--- src/rtl/adc_delay_sequencer.sv ---
// Serialises per-channel IDELAY tap updates onto one shared tap bus: pick the lowest
// pending channel, load it, wait for it to settle, then record the applied value.
// Build option: define ADC_DLY_READBACK_EN to capture the IDELAY readback instead of the written value.
module adc_delay_sequencer #(
  parameter int NUM_CH        = 16,
  parameter int SETTLE_CYCLES = 4
) (
  input  logic                  clk,
  input  logic                  rst,
  input  logic [NUM_CH*9-1:0]   delay_in,
  input  logic [NUM_CH-1:0]     delay_in_strobe,
  input  logic                  load_all,
  output logic [8:0]            dly_cntvaluein,
  output logic [NUM_CH-1:0]     dly_load,
`ifdef ADC_DLY_READBACK_EN
  input  logic [NUM_CH*9-1:0]   dly_cntvalueout,
`endif
  output logic [NUM_CH*9-1:0]   delay_out,
  output logic                  busy,
  output logic                  train_done
);

  localparam int CH_W = (NUM_CH > 1) ? $clog2(NUM_CH) : 1;

  typedef enum logic [2:0] {
    IDLE,
    SETUP,
    LOAD,
    SETTLE,
    CAPTURE
  } state_e;

  state_e                state_q;
  logic [CH_W-1:0]       sel_q;
  logic [NUM_CH-1:0]     pending_q;
  logic [NUM_CH-1:0]     pending_d;
  logic [NUM_CH-1:0]     done_q;
  logic [NUM_CH-1:0]     done_d;
  logic [7:0]            settle_q;
  logic [8:0]            cntvalue_q;
  logic [NUM_CH-1:0]     load_q;
  logic [NUM_CH*9-1:0]   delay_out_q;
  logic [8:0]            capture_val;
  int unsigned           sel_idx;

  function automatic logic [CH_W-1:0] lowest_set(input logic [NUM_CH-1:0] vec);
    lowest_set = '0;
    for (int c = NUM_CH - 1; c >= 0; c--) begin
      if (vec[c]) lowest_set = CH_W'(c);
    end
  endfunction

  assign sel_idx = 32'(sel_q);

`ifdef ADC_DLY_READBACK_EN
  assign capture_val = dly_cntvalueout[sel_idx*9 +: 9];
`else
  assign capture_val = cntvalue_q;
`endif

  // The SETUP clear is applied before the strobe OR so a same-cycle strobe re-arms the channel.
  always_comb begin
    // NOTE: combinational blocks use blocking '=' and assign a default first, so no latch is inferred.
    pending_d = pending_q;
    if (state_q == SETUP) pending_d[sel_q] = 1'b0;
    pending_d = pending_d | delay_in_strobe;
    if (load_all) pending_d = '1;

    done_d = done_q;
    if (state_q == CAPTURE) done_d[sel_q] = 1'b1;
    if (load_all) done_d = '0;
  end

  always_ff @(posedge clk or posedge rst) begin
    if (rst) begin
      // NOTE: sequential state uses non-blocking '<='; the small delay_out array is reset
      // because downstream logic reads it as "applied tap" straight after reset.
      state_q     <= IDLE;
      sel_q       <= '0;
      pending_q   <= '0;
      done_q      <= '0;
      settle_q    <= '0;
      cntvalue_q  <= '0;
      load_q      <= '0;
      delay_out_q <= '0;
    end else begin
      pending_q <= pending_d;
      done_q    <= done_d;
      load_q    <= '0;
      case (state_q)
        IDLE: begin
          if (|pending_q) begin
            sel_q   <= lowest_set(pending_q);
            state_q <= SETUP;
          end
        end
        SETUP: begin
          cntvalue_q <= delay_in[sel_idx*9 +: 9];
          load_q     <= NUM_CH'(1) << sel_q;
          state_q    <= LOAD;
        end
        LOAD: begin
          settle_q <= 8'(SETTLE_CYCLES - 1);
          state_q  <= SETTLE;
        end
        SETTLE: begin
          if (settle_q == 8'd0) state_q <= CAPTURE;
          else                  settle_q <= settle_q - 8'd1;
        end
        CAPTURE: begin
          delay_out_q[sel_idx*9 +: 9] <= capture_val;
          // Chain straight into the next channel so back-to-back requests never idle.
          if (|pending_q) begin
            sel_q   <= lowest_set(pending_q);
            state_q <= SETUP;
          end else begin
            state_q <= IDLE;
          end
        end
        default: state_q <= IDLE;
      endcase
    end
  end

  assign dly_cntvaluein = cntvalue_q;
  assign dly_load       = load_q;
  assign delay_out      = delay_out_q;
  assign busy           = (state_q != IDLE) || (|pending_q);
  assign train_done     = (&done_q) && (state_q == IDLE) && !(|pending_q);

endmodule

--- config.mk ---
export PLATFORM = sky130hd
export DESIGN_NAME = adc_delay_sequencer
export DESIGN_NICKNAME = d
export VERILOG_FILES = /design/src/rtl/adc_delay_sequencer.sv
export SDC_FILE = /design/constraint.sdc
export NUM_CORES = 1
export LEC_CHECK = 0
export ABC_AREA = 1
export BUFFER_PORTS_ARGS = -buffer_cell sky130_fd_sc_hd__buf_2
export CAP_MARGIN = 30
export CORE_MARGIN = 5
export CORE_UTILIZATION = 30
export CTS_CLUSTER_DIAMETER = 80
export DETAILED_ROUTE_END_ITERATION = 8
export HOLD_SLACK_MARGIN = 0.08
export PLACE_DENSITY = 0.59
export SLEW_MARGIN = 30
export SYNTH_ARGS = -nofsm -noshare
export SYNTH_HDL_FRONTEND = slang
export SYNTH_SLANG_ARGS = --single-unit
--- constraint.sdc ---
create_clock -name clk -period 20.4 [get_ports clk]
set_clock_uncertainty 0.1 [all_clocks]
set_input_delay 6.12 -clock clk [delete_from_list [all_inputs] [get_ports clk]]
set_output_delay 6.12 -clock clk [all_outputs]
set_load 0.01 [all_outputs]
-- Word level (Yosys, flattened, before mapping)
Cells that the tools add are included.
- flip-flop bits (word level): 216
- bits of input ports: 163
- output and inout port bits: 171
- word-level logic and storage cells: 74
- multiply operators: 1
- bitwise gates (word level): 4
- shift operators: 4
- reductions and logical operators: 16
- eq/ne operators: 7
- magnitude comparators: 2
- $add $sub $neg: 2
- multiplexer cells: 30
- operator list (kind ; number):
    $bwmux W144 ; 1
    $shift A9 B34 Y144 const A ; 1
    $shiftx A144 B33 Y9 ; 1
    $shiftx A9 B34 Y144 ; 1
    $mux W16 ; 5
    $mux W4 ; 16
    $neg A8 Y34 ; 1
    $or A16 B16 Y16 ; 2
    $and A16 B16 Y16 ; 1
    $not A16 Y16 ; 1
    $pmux W8 S2 ; 1
    $reduce_and A16 Y1 ; 1
    $reduce_or A16 Y1 ; 1
    $shl A1 B4 Y16 const A ; 1
    $pmux W3 S5 ; 1
    $logic_not A8 Y1 ; 1
    $mul A4 B4 Y8 const B ; 1
    $mux W8 ; 1
    $sub A8 B1 Y8 const B ; 1
    $eq A3 B2 Y1 const B ; 2
    $mux W3 ; 2
    $ne A2 B2 Y1 const B ; 3
    $reduce_and A2 Y1 ; 3
    $lt A4 B5 Y1 const B ; 1
    other kinds (12) ; 16

-- Depth between registers and ports, before layout
Gate-level depths: netlist of the first run.
- depth after elaboration: 16
- mapped depth: 17

-- Least setup slack after synthesis of the first run
Ideal clock, no wire load.
- path kind: register to output
- from: reg pending_q[14]
- to: out train_done
- arrival time: 1.461 ns
- data required time: 14.180 ns
- cell stages (with the launch flop): 6
- path slack: 12.719 ns
- cell sequence: dfrtp_1 > or2_2 > nor3_1 > nand3_1 > nand3b_1 > nor2_1
- cells in the longest elaborated chain, start to end: 3
- RTL lines (element ; line ; source):
    start: declaration ; 35 ; logic [NUM_CH-1:0] pending_q;
    start signal: assignment ; 87 ; pending_q <= pending_d;
    $reduce_or A16 Y1 ; 129 ; assign train_done = (&done_q) && (state_q == IDLE) && !(|pending_q);
    $logic_not A1 Y1 ; 129 ;
    $logic_and A1 B1 Y1 ; 129 ;
    end: declaration ; 20 ; output logic train_done
No other way between the ends.

-- Worst setup path in the final report of the first run
Same ends and word-level chain as after synthesis.

==> insert_results.sql, run 1 <==
INSERT INTO impl_metrics (metric_group, metric, value, unit) VALUES
('drt', 'via_per_inst', '4.80', ''),
('power', 'power.share.clock', '0.479', ''),
('cells_and_area', 'syn2layout_area_growth', '28.1', '%'),
('sta', 'finalWorstPathRequiredPeriod', '8.35', 'ns'),
('logic_synthesis', 'yosys_register_bits', '216', ''),
('sta', 'hold_ws', '0.365', 'ns'),
('global_routing', 'antenna_found_initial', '2', ''),
('global_routing', 'largest_net_degree_at_the_start_of_global_routing', '146', ''),
('placement', 'port_buffers', '333', ''),
('placement', 'placedInstanceArea', '12100', 'µm²'),
('worst_setup_path', 'cp_max_fanout', '3', ''),
('placement', 'place.detailed.hpwl', '26600', 'µm'),
('run_status', 'status', 'complete, no violations', ''),
('clock_tree', 'clock_tree.root_cell', 'clkbuf_16', ''),
('worst_setup_path', 'cp.arrival', '2.13', 'ns'),
('job', 'drv_cap', '0', ''),
('floorplan', 'floorplan.io_pins', '334', ''),
('cells_and_area', 'fillers', '3576', ''),
('power', 'share_seq_of_total_power', '0.478', ''),
('sta', 'slew-limit-headroom', '0.328', ''),
('floorplan', 'rows', '67', ''),
('power', 'p_comb_frac', '0.043', ''),
('logic_synthesis', 'synth.avg_cell_area', '8.26', 'µm²'),
('cells_and_area', 'multi_input_area', '4050', 'µm²'),
('worst_setup_path', 'worst-r2r-setup-slack', '15.85', 'ns'),
('drt', 'post_drt_wl_per_cell', '18.1', 'µm'),
('clock_tree', 'cts_tree', 'done', ''),
('floorplan', 'die_area', '37500', 'µm²'),
('logic_synthesis', 'synth_fp_nets', '1398', ''),
('power', 'total_power', '904', 'µW'),
('drt', 'antenna_left', '0', ''),
('hold_path', 'timing.hold.worst.start', 'settle_q[7]$_DFFE_PP0P_', ''),
('clock_tree', 'number_of_cts_inserted_buffers', '25', ''),
('power', 'worst_ir_drop_vdd', '0.0528', 'mV'),
('global_routing', 'number_of_global_route_vias_before_repair', '9543', ''),
('drt', 'postRouteWirelength', '36200', 'µm'),
('clock_tree', 'cts_resized', '0', ''),
('power', 'power_density', '69.8', 'nW/µm²'),
('worst_setup_path', 'r2r_start', 'sel_q[0]$_DFFE_PP0P_', ''),
('power', 'switching_share', '0.224', ''),
('cells_and_area', 'most_frequent_standard_cell_in_the_layout_excluding_fill_and_tap_cells', 'buf_2', ''),
('placement', 'place.gp.congestion', '0.852', ''),
('clock_tree', 'post-cts-setup-buffer-count', '0', ''),
('sta', 'tns', '0', 'ns'),
('worst_setup_path', 'worst_setup_path_end_kind', 'output port', ''),
('clock_tree', 'clkTransAtPathRegs', '0.06', 'ns'),
('sta', 'finalHoldViolations', '0', ''),
('logic_synthesis', 'synth.yosys.seq_area_share', '0.535', ''),
('logic_synthesis', 'synth_cells', '1224', ''),
('logic_synthesis', 'synth_area', '10100', 'µm²'),
('cells_and_area', 'stdcell_area', '12900', 'µm²'),
('cells_and_area', 'final_cells', '1998', ''),
('clock_tree', 'cts.hold.buffers_added', '0', ''),
('worst_setup_path', 'regToRegEndpoint', 'delay_out[103]$_DFFE_PP0P_', ''),
('clock_tree', 'tritoncts_num_sinks', '216', ''),
('sta', 'unrepaired_setup_endpoints_after_global_routing', 'no', ''),
('drt', 'detail_route.first_pass.iterations', '5', ''),
('power', 'power.leakage', '6.58', 'nW'),
('worst_setup_path', 'cpPeakStageDelay', '0.38', 'ns'),
('worst_setup_path', 'startpoint_type', 'register', ''),
('hold_path', 'holdCritPathClass', 'register to register', ''),
('drt', 'drt_drc_violations_left', '0', ''),
('clock_tree', 'cts_buffer_depth', '3', ''),
('hold_path', 'hold-path-cell-count', '1', ''),
('global_routing', 'grt_use_total', '0.183', ''),
('sta', 'setup_viol', '0', ''),
('worst_setup_path', 'required', '14.18', 'ns'),
('clock_tree', 'clock_insertion_delay_worst_skew', '0.53', 'ns'),
('floorplan', 'effective_utilization_at_floorplan', '0.303', ''),
('floorplan', 'core-area', '33400', 'µm²'),
('placement', 'place.detailed.instances', '1953', '');
Yosys cell counts, drive strengths merged:
cell      n  area [µm²]
a21oi    47         235
nor2    142         588
nand4    10        62.6
nand3    34         235
a31oi     2        12.5
or2       1        6.26
nor4     13        87.6
buf      19         115
o21bai    1        7.51
nand3b    1        7.51
nand2   306        1160
dfrtp   216        5410
o22a      1        8.76
a22oi     9        67.6
inv     100         380
a211oi    1        20.0
nor3     27         135
o21ai   194         971
clkbuf   41         154
o21a      2        15.0
o22ai    36         225
clkinv    2        7.51
ha       11         138
nor3b     1        7.51
o31ai     7        52.6
final cells by class:
class                           count  share of cell area
Multi-Input combinational cell    846               0.313
Tap cell                          448              0.0433
Clock inverter                      8             0.00696
Clock buffer                       36              0.0546
Sequential cell                   216               0.417
Antenna cell                        1            0.000193
Inverter                          102              0.0309
Timing Repair Buffer              341               0.134
logic make-up after synthesis:
group / Yosys count / share of synthesized area
and+or+nand+nor: 535 / 0.227
buffers and inverters: 162 / 0.0650
DFF: 216 / 0.535
AOI/OAI and AO/OA: 300 / 0.160
adders and majority gates: 11 / 0.0136
metrics by stage:
step,utilization,setup WS [ns]
floorplan,-,8.27
global placement,0.363,12.25
detailed placement,0.364,12.24
CTS,0.388,12.01
global route,0.388,11.86
finish,0.388,12.05
sequential cells by signal, summed over array words and instances, names as in the netlist:
register / count
settle_q: 8
state_q: 3
delay_out: 144
pending_q: 16
sel_q: 4
done_q: 16
dly_cntvaluein: 9
dly_load: 16
layer usage:
layer  vias up  wire length [µm]  global-route usage
met5         -                 0                   0
li1       4652                 -                   -
met3        57              2210              0.0358
met2       340             16900               0.297
met4         0               889              0.0441
met1      4537             16200               0.255
power groups by stage:
stage          combinational [mW]  clock [mW]  sequential, mW
3_5_place_dp               0.0398           0           0.440
5_1_grt                    0.0443       0.463           0.432
6_report                   0.0390       0.433           0.432
3_3_place_gp               0.0394           0           0.440
4_1_cts                    0.0399       0.445           0.432
2_1_floorplan              0.0138           0           0.440
critical path, delay by kind of cell, from the launching register on:
kind          cells  cell delay, ns
simple gates      5            1.08
buf+inv           1            0.14
flops             1            0.38
worst max path at each step:
stage                            startpoint                       end  slack [ns]
floorplan                               rst  delay_out[0]$_DFFE_PP0P_        8.27
global placement                        rst      sel_q[0]$_DFFE_PP0P_       12.25
detailed placement                      rst      sel_q[0]$_DFFE_PP0P_       12.24
CTS                 pending_q[14]$_DFF_PP0_                train_done       12.01
global route        pending_q[14]$_DFF_PP0_                train_done       11.86
finish              pending_q[14]$_DFF_PP0_                train_done       12.05
(Power assumes the default switching activity.)
==> run 2, diff against run 1 <==
ABC_AREA = 0   (was 1)
PLACE_DENSITY = 0.61   (was 0.59)
clock period = 6.7 ns   (was 20.4 ns; I/O delays follow)
==> insert_results.sql, run 2 <==
INSERT INTO impl_metrics (metric_group, metric, value, unit) VALUES
('sta', 'slew_viol_final', '0', ''),
('logic_synthesis', 'post_synth_xor_area_fraction', '0.00444', ''),
('cells_and_area', 'layout.cells.most_common_list', 'buf_2, dfrtp_1, nand2_1, o21ai_0, nor2_1', ''),
('logic_synthesis', 'post_synth_most_frequent_cells', 'dfrtp_1, nand2_1, o21ai_0, nor2_1, mux2_2', ''),
('cells_and_area', 'antennaDiodeCount', '0', ''),
('global_routing', 'globalRouteMet2Util', '0.286', ''),
('power', 'power.leakage', '6.31', 'nW'),
('logic_synthesis', 'yosys_register_bits', '216', ''),
('worst_setup_path', 'startpoint_type', 'register', ''),
('global_routing', 'antenna_found_initial', '0', ''),
('global_routing', 'grt_use_met3', '0.0320', ''),
('worst_setup_path', 'worst_setup_path_end_kind', 'output port', ''),
('sta', 'slew-limit-headroom', '0.352', ''),
('logic_synthesis', 'synth_warnings', '0', ''),
('clock_tree', 'cts_resized', '0', ''),
('sta', 'layout_worst_path_cycle_share', '0.681', ''),
('cells_and_area', 'fillers', '3220', ''),
('worst_setup_path', 'worst-r2r-setup-slack', '3.06', 'ns'),
('placement', 'place.gp.congestion', '0.879', ''),
('worst_setup_path', 'required', '4.59', 'ns'),
('floorplan', 'dieHeight', '191', 'µm'),
('clock_tree', 'cts_tree', 'done', ''),
('hold_path', 'hold-path-cell-count', '2', ''),
('job', 'drv_cap', '0', ''),
('logic_synthesis', 'synth_fp_nets', '1067', ''),
('logic_synthesis', 'yosys.cell_count.top_type', 'dfrtp_1', ''),
('clock_tree', 'number_of_cts_inserted_buffers', '24', ''),
('floorplan', 'core-area', '32500', 'µm²'),
('global_routing', 'largest_net_degree_at_the_start_of_global_routing', '121', ''),
('drt', 'detail_route.first_pass.iterations', '5', ''),
('logic_synthesis', 'synth_area', '9860', 'µm²'),
('clock_tree', 'clkTransAtPathRegs', '0.06', 'ns'),
('sta', 'max_clock_freq', '0.219', 'GHz'),
('placement', 'place.detailed.hpwl', '24400', 'µm'),
('cells_and_area', 'multi_input_area', '4180', 'µm²'),
('worst_setup_path', 'regToRegEndpoint', 'delay_out[107]$_DFFE_PP0P_', ''),
('global_routing', 'first_pass_grt_wire_length', '49900', 'µm'),
('clock_tree', 'tritoncts_num_sinks', '216', ''),
('run_status', 'status', 'complete, no violations', ''),
('floorplan', 'fp.dieW', '191', 'µm'),
('global_routing', 'grt_remaining_overflow', '0', ''),
('logic_synthesis', 'synth_fa_ha_area_frac', '0.0140', ''),
('hold_path', 'timing.hold.worst.start', 'delay_out[69]$_DFFE_PP0P_', ''),
('floorplan', 'effective_utilization_at_floorplan', '0.304', ''),
('logic_synthesis', 'yosys-mux-area-fraction', '0.161', ''),
('sta', 'tns', '0', 'ns'),
('clock_tree', 'post-cts-setup-buffer-count', '0', ''),
('logic_synthesis', 'synth_cells', '893', ''),
('floorplan', 'rows', '66', ''),
('global_routing', 'grt_use_total', '0.174', ''),
('sta', 'tightest_slew', '0.973', 'ns'),
('drt', 'routed-via-count', '8123', ''),
('drt', 'dr.first_iter.drc_count', '437', ''),
('power', 'switching_share', '0.225', ''),
('power', 'worst_ir_drop_vdd', '0.161', 'mV'),
('sta', 'unrepaired_setup_endpoints_after_global_routing', 'no', ''),
('hold_path', 'holdCritPathClass', 'register to register', ''),
('hold_path', 'holdPathEnd', 'delay_out[69]$_DFFE_PP0P_', ''),
('clock_tree', 'cts.hold.buffers_added', '0', ''),
('floorplan', 'die_area', '36600', 'µm²'),
('global_routing', 'grt_use_met1', '0.244', ''),
('cells_and_area', 'most_frequent_standard_cell_in_the_layout_excluding_fill_and_tap_cells', 'buf_2', ''),
('cells_and_area', 'sequential_cell_area', '5410', 'µm²'),
('drt', 'post_drt_wl_per_cell', '19.8', 'µm'),
('power', 'net-switching-power', '607', 'µW'),
('logic_synthesis', 'ys_top_cells_by_area', 'dfrtp_1, mux2_2, nand2_1', ''),
('logic_synthesis', 'synth_edf_count', '0', ''),
('logic_synthesis', 'yosys.area_share.simple', '0.145', ''),
('sta', 'hold_ws', '0.371', 'ns'),
('logic_synthesis', 'netlist.area_leader.share', '0.548', ''),
('logic_synthesis', 'synth-main-ff-cell', 'dfrtp_1', ''),
('power', 'intPower', '2.09', 'mW'),
('cells_and_area', 'largest_register_ffs', '144', ''),
('cells_and_area', 'drive_gt1_frac', '0.396', ''),
('power', 'power_density', '212', 'nW/µm²'),
('worst_setup_path', 'reg2reg_depth', '8', ''),
('worst_setup_path', 'r2r_start', 'sel_q[0]$_DFFE_PP0P_', ''),
('power', 'power.share.clock', '0.461', ''),
('clock_tree', 'htreeDepth', '1', ''),
('cells_and_area', 'syn2layout_area_growth', '28.7', '%'),
('clock_tree', 'clock_tree.root_cell', 'clkbuf_16', ''),
('worst_setup_path', 'cp_max_fanout', '4', ''),
('drt', 'drt_drc_violations_left', '0', ''),
('placement', 'port_buffers', '333', ''),
('cells_and_area', 'finalNetCount', '1385', ''),
('sta', 'finalWorstPathRequiredPeriod', '4.56', 'ns'),
('power', 'p_comb_frac', '0.045', ''),
('worst_setup_path', 'setup.worst_path.class', 'register to output port', ''),
('clock_tree', 'cts_buffer_depth', '3', ''),
('logic_synthesis', 'synth_area_leader_cell', 'dfrtp_1', ''),
('sta', 'finalHoldViolations', '0', ''),
('logic_synthesis', 'postSynth.asyncResetShare', '1.00', ''),
('worst_setup_path', 'cp.arrival', '2.45', 'ns'),
('logic_synthesis', 'dominant_combinational_cell_family_by_area_after_synthesis', 'multiplexers', ''),
('floorplan', 'floorplan.io_pins', '334', ''),
('power', 'share_seq_of_total_power', '0.494', ''),
('drt', 'via_per_inst', '4.87', ''),
('logic_synthesis', 'synth.distinct_cells', '56', ''),
('clock_tree', 'clock_insertion_delay_worst_skew', '0.52', 'ns'),
('global_routing', 'number_of_global_route_vias_before_repair', '8297', ''),
('global_routing', 'grt-busiest-layer', 'met2', ''),
('drt', 'postRouteWirelength', '32900', 'µm'),
('logic_synthesis', 'synth.avg_cell_area', '11.0', 'µm²'),
('drt', 'antenna_left', '0', ''),
('logic_synthesis', 'synth.yosys.seq_area_share', '0.548', ''),
('logic_synthesis', 'synth_compound_area_frac', '0.0962', ''),
('sta', 'setup_viol', '0', '');
==> run 2: changes by cell type in the layout (fill, tap and decap cells not counted), sizes merged, moves of 20 or more <==
cell / delta
nand2: -161
nand3: -22
nor2: -77
mux2: +67
mux4: +20
inv: -83
and3: +21
mux2i: +33
o21ai: -104
==> run 2: worst max-delay path, cell delays in order (launching register included) <==
cell	delay, ns
dfrtp_1	0.40
nor4_1	0.53
nand4_1	0.21
or4_1	0.53
nor2_1	0.13
buf_2	0.14
==> run 2: cell families (layout without fill, tap and decap cells) <==
group / Yosys count / in the layout
AO/OA/AOI/OAI: 167 / 167
XOR/XNOR: 5 / 5
adder cells (fa/ha/maj): 11 / 11
buffers and inverters: 69 / 401
flip-flops: 216 / 216
multiplexers: 120 / 120
AND/OR/NAND/NOR: 305 / 305
==> run 2: how the worst max path moves through the flow <==
stage,end,cells after the start,from
after floorplan,delay_out[0]$_DFFE_PP0P_,1,rst
after global placement,train_done,5,pending_q[4]$_DFF_PP0_
after detailed placement,train_done,5,pending_q[4]$_DFF_PP0_
after CTS,train_done,5,pending_q[4]$_DFF_PP0_
after global routing,train_done,5,pending_q[4]$_DFF_PP0_
final,train_done,5,pending_q[4]$_DFF_PP0_
==> run 2: layout make-up <==
class / instances / area share
multi-input cells: 608 / 0.329
well taps: 442 / 0.0436
inverters: 20 / 0.00621
flip-flops and latches: 216 / 0.426
clock inverters: 8 / 0.00641
repair buffers: 341 / 0.137
clock buffers: 32 / 0.0513
==> run 2: power groups by stage <==
stage / clock network, mW / registers [mW] / logic [mW]
6_report: 1.24 / 1.33 / 0.122
3_3_place_gp: 0 / 1.36 / 0.122
4_1_cts: 1.27 / 1.33 / 0.124
5_1_grt: 1.32 / 1.33 / 0.136
2_1_floorplan: 0 / 1.34 / 0.0525
3_5_place_dp: 0 / 1.36 / 0.124
==> run 2: layer usage <==
layer	share of wire	vias to the layer above
li1	-	3798
met1	0.45	4022
met2	0.46	264
met3	0.067	39
met4	0.019	0
met5	0	-
==> run 2: through the flow <==
stage	area [µm²]	worst slack (ns)	cells	util	power (mW)
after global placement	11900	2.67	1627	0.368	1.48
after floorplan	9860	1.78	893	-	1.40
after detailed placement	12000	2.68	1627	0.368	1.48
final	12700	2.14	1667	0.391	2.70
after CTS	12700	2.11	1667	0.391	2.73
after global routing	12700	1.95	1667	0.391	2.79
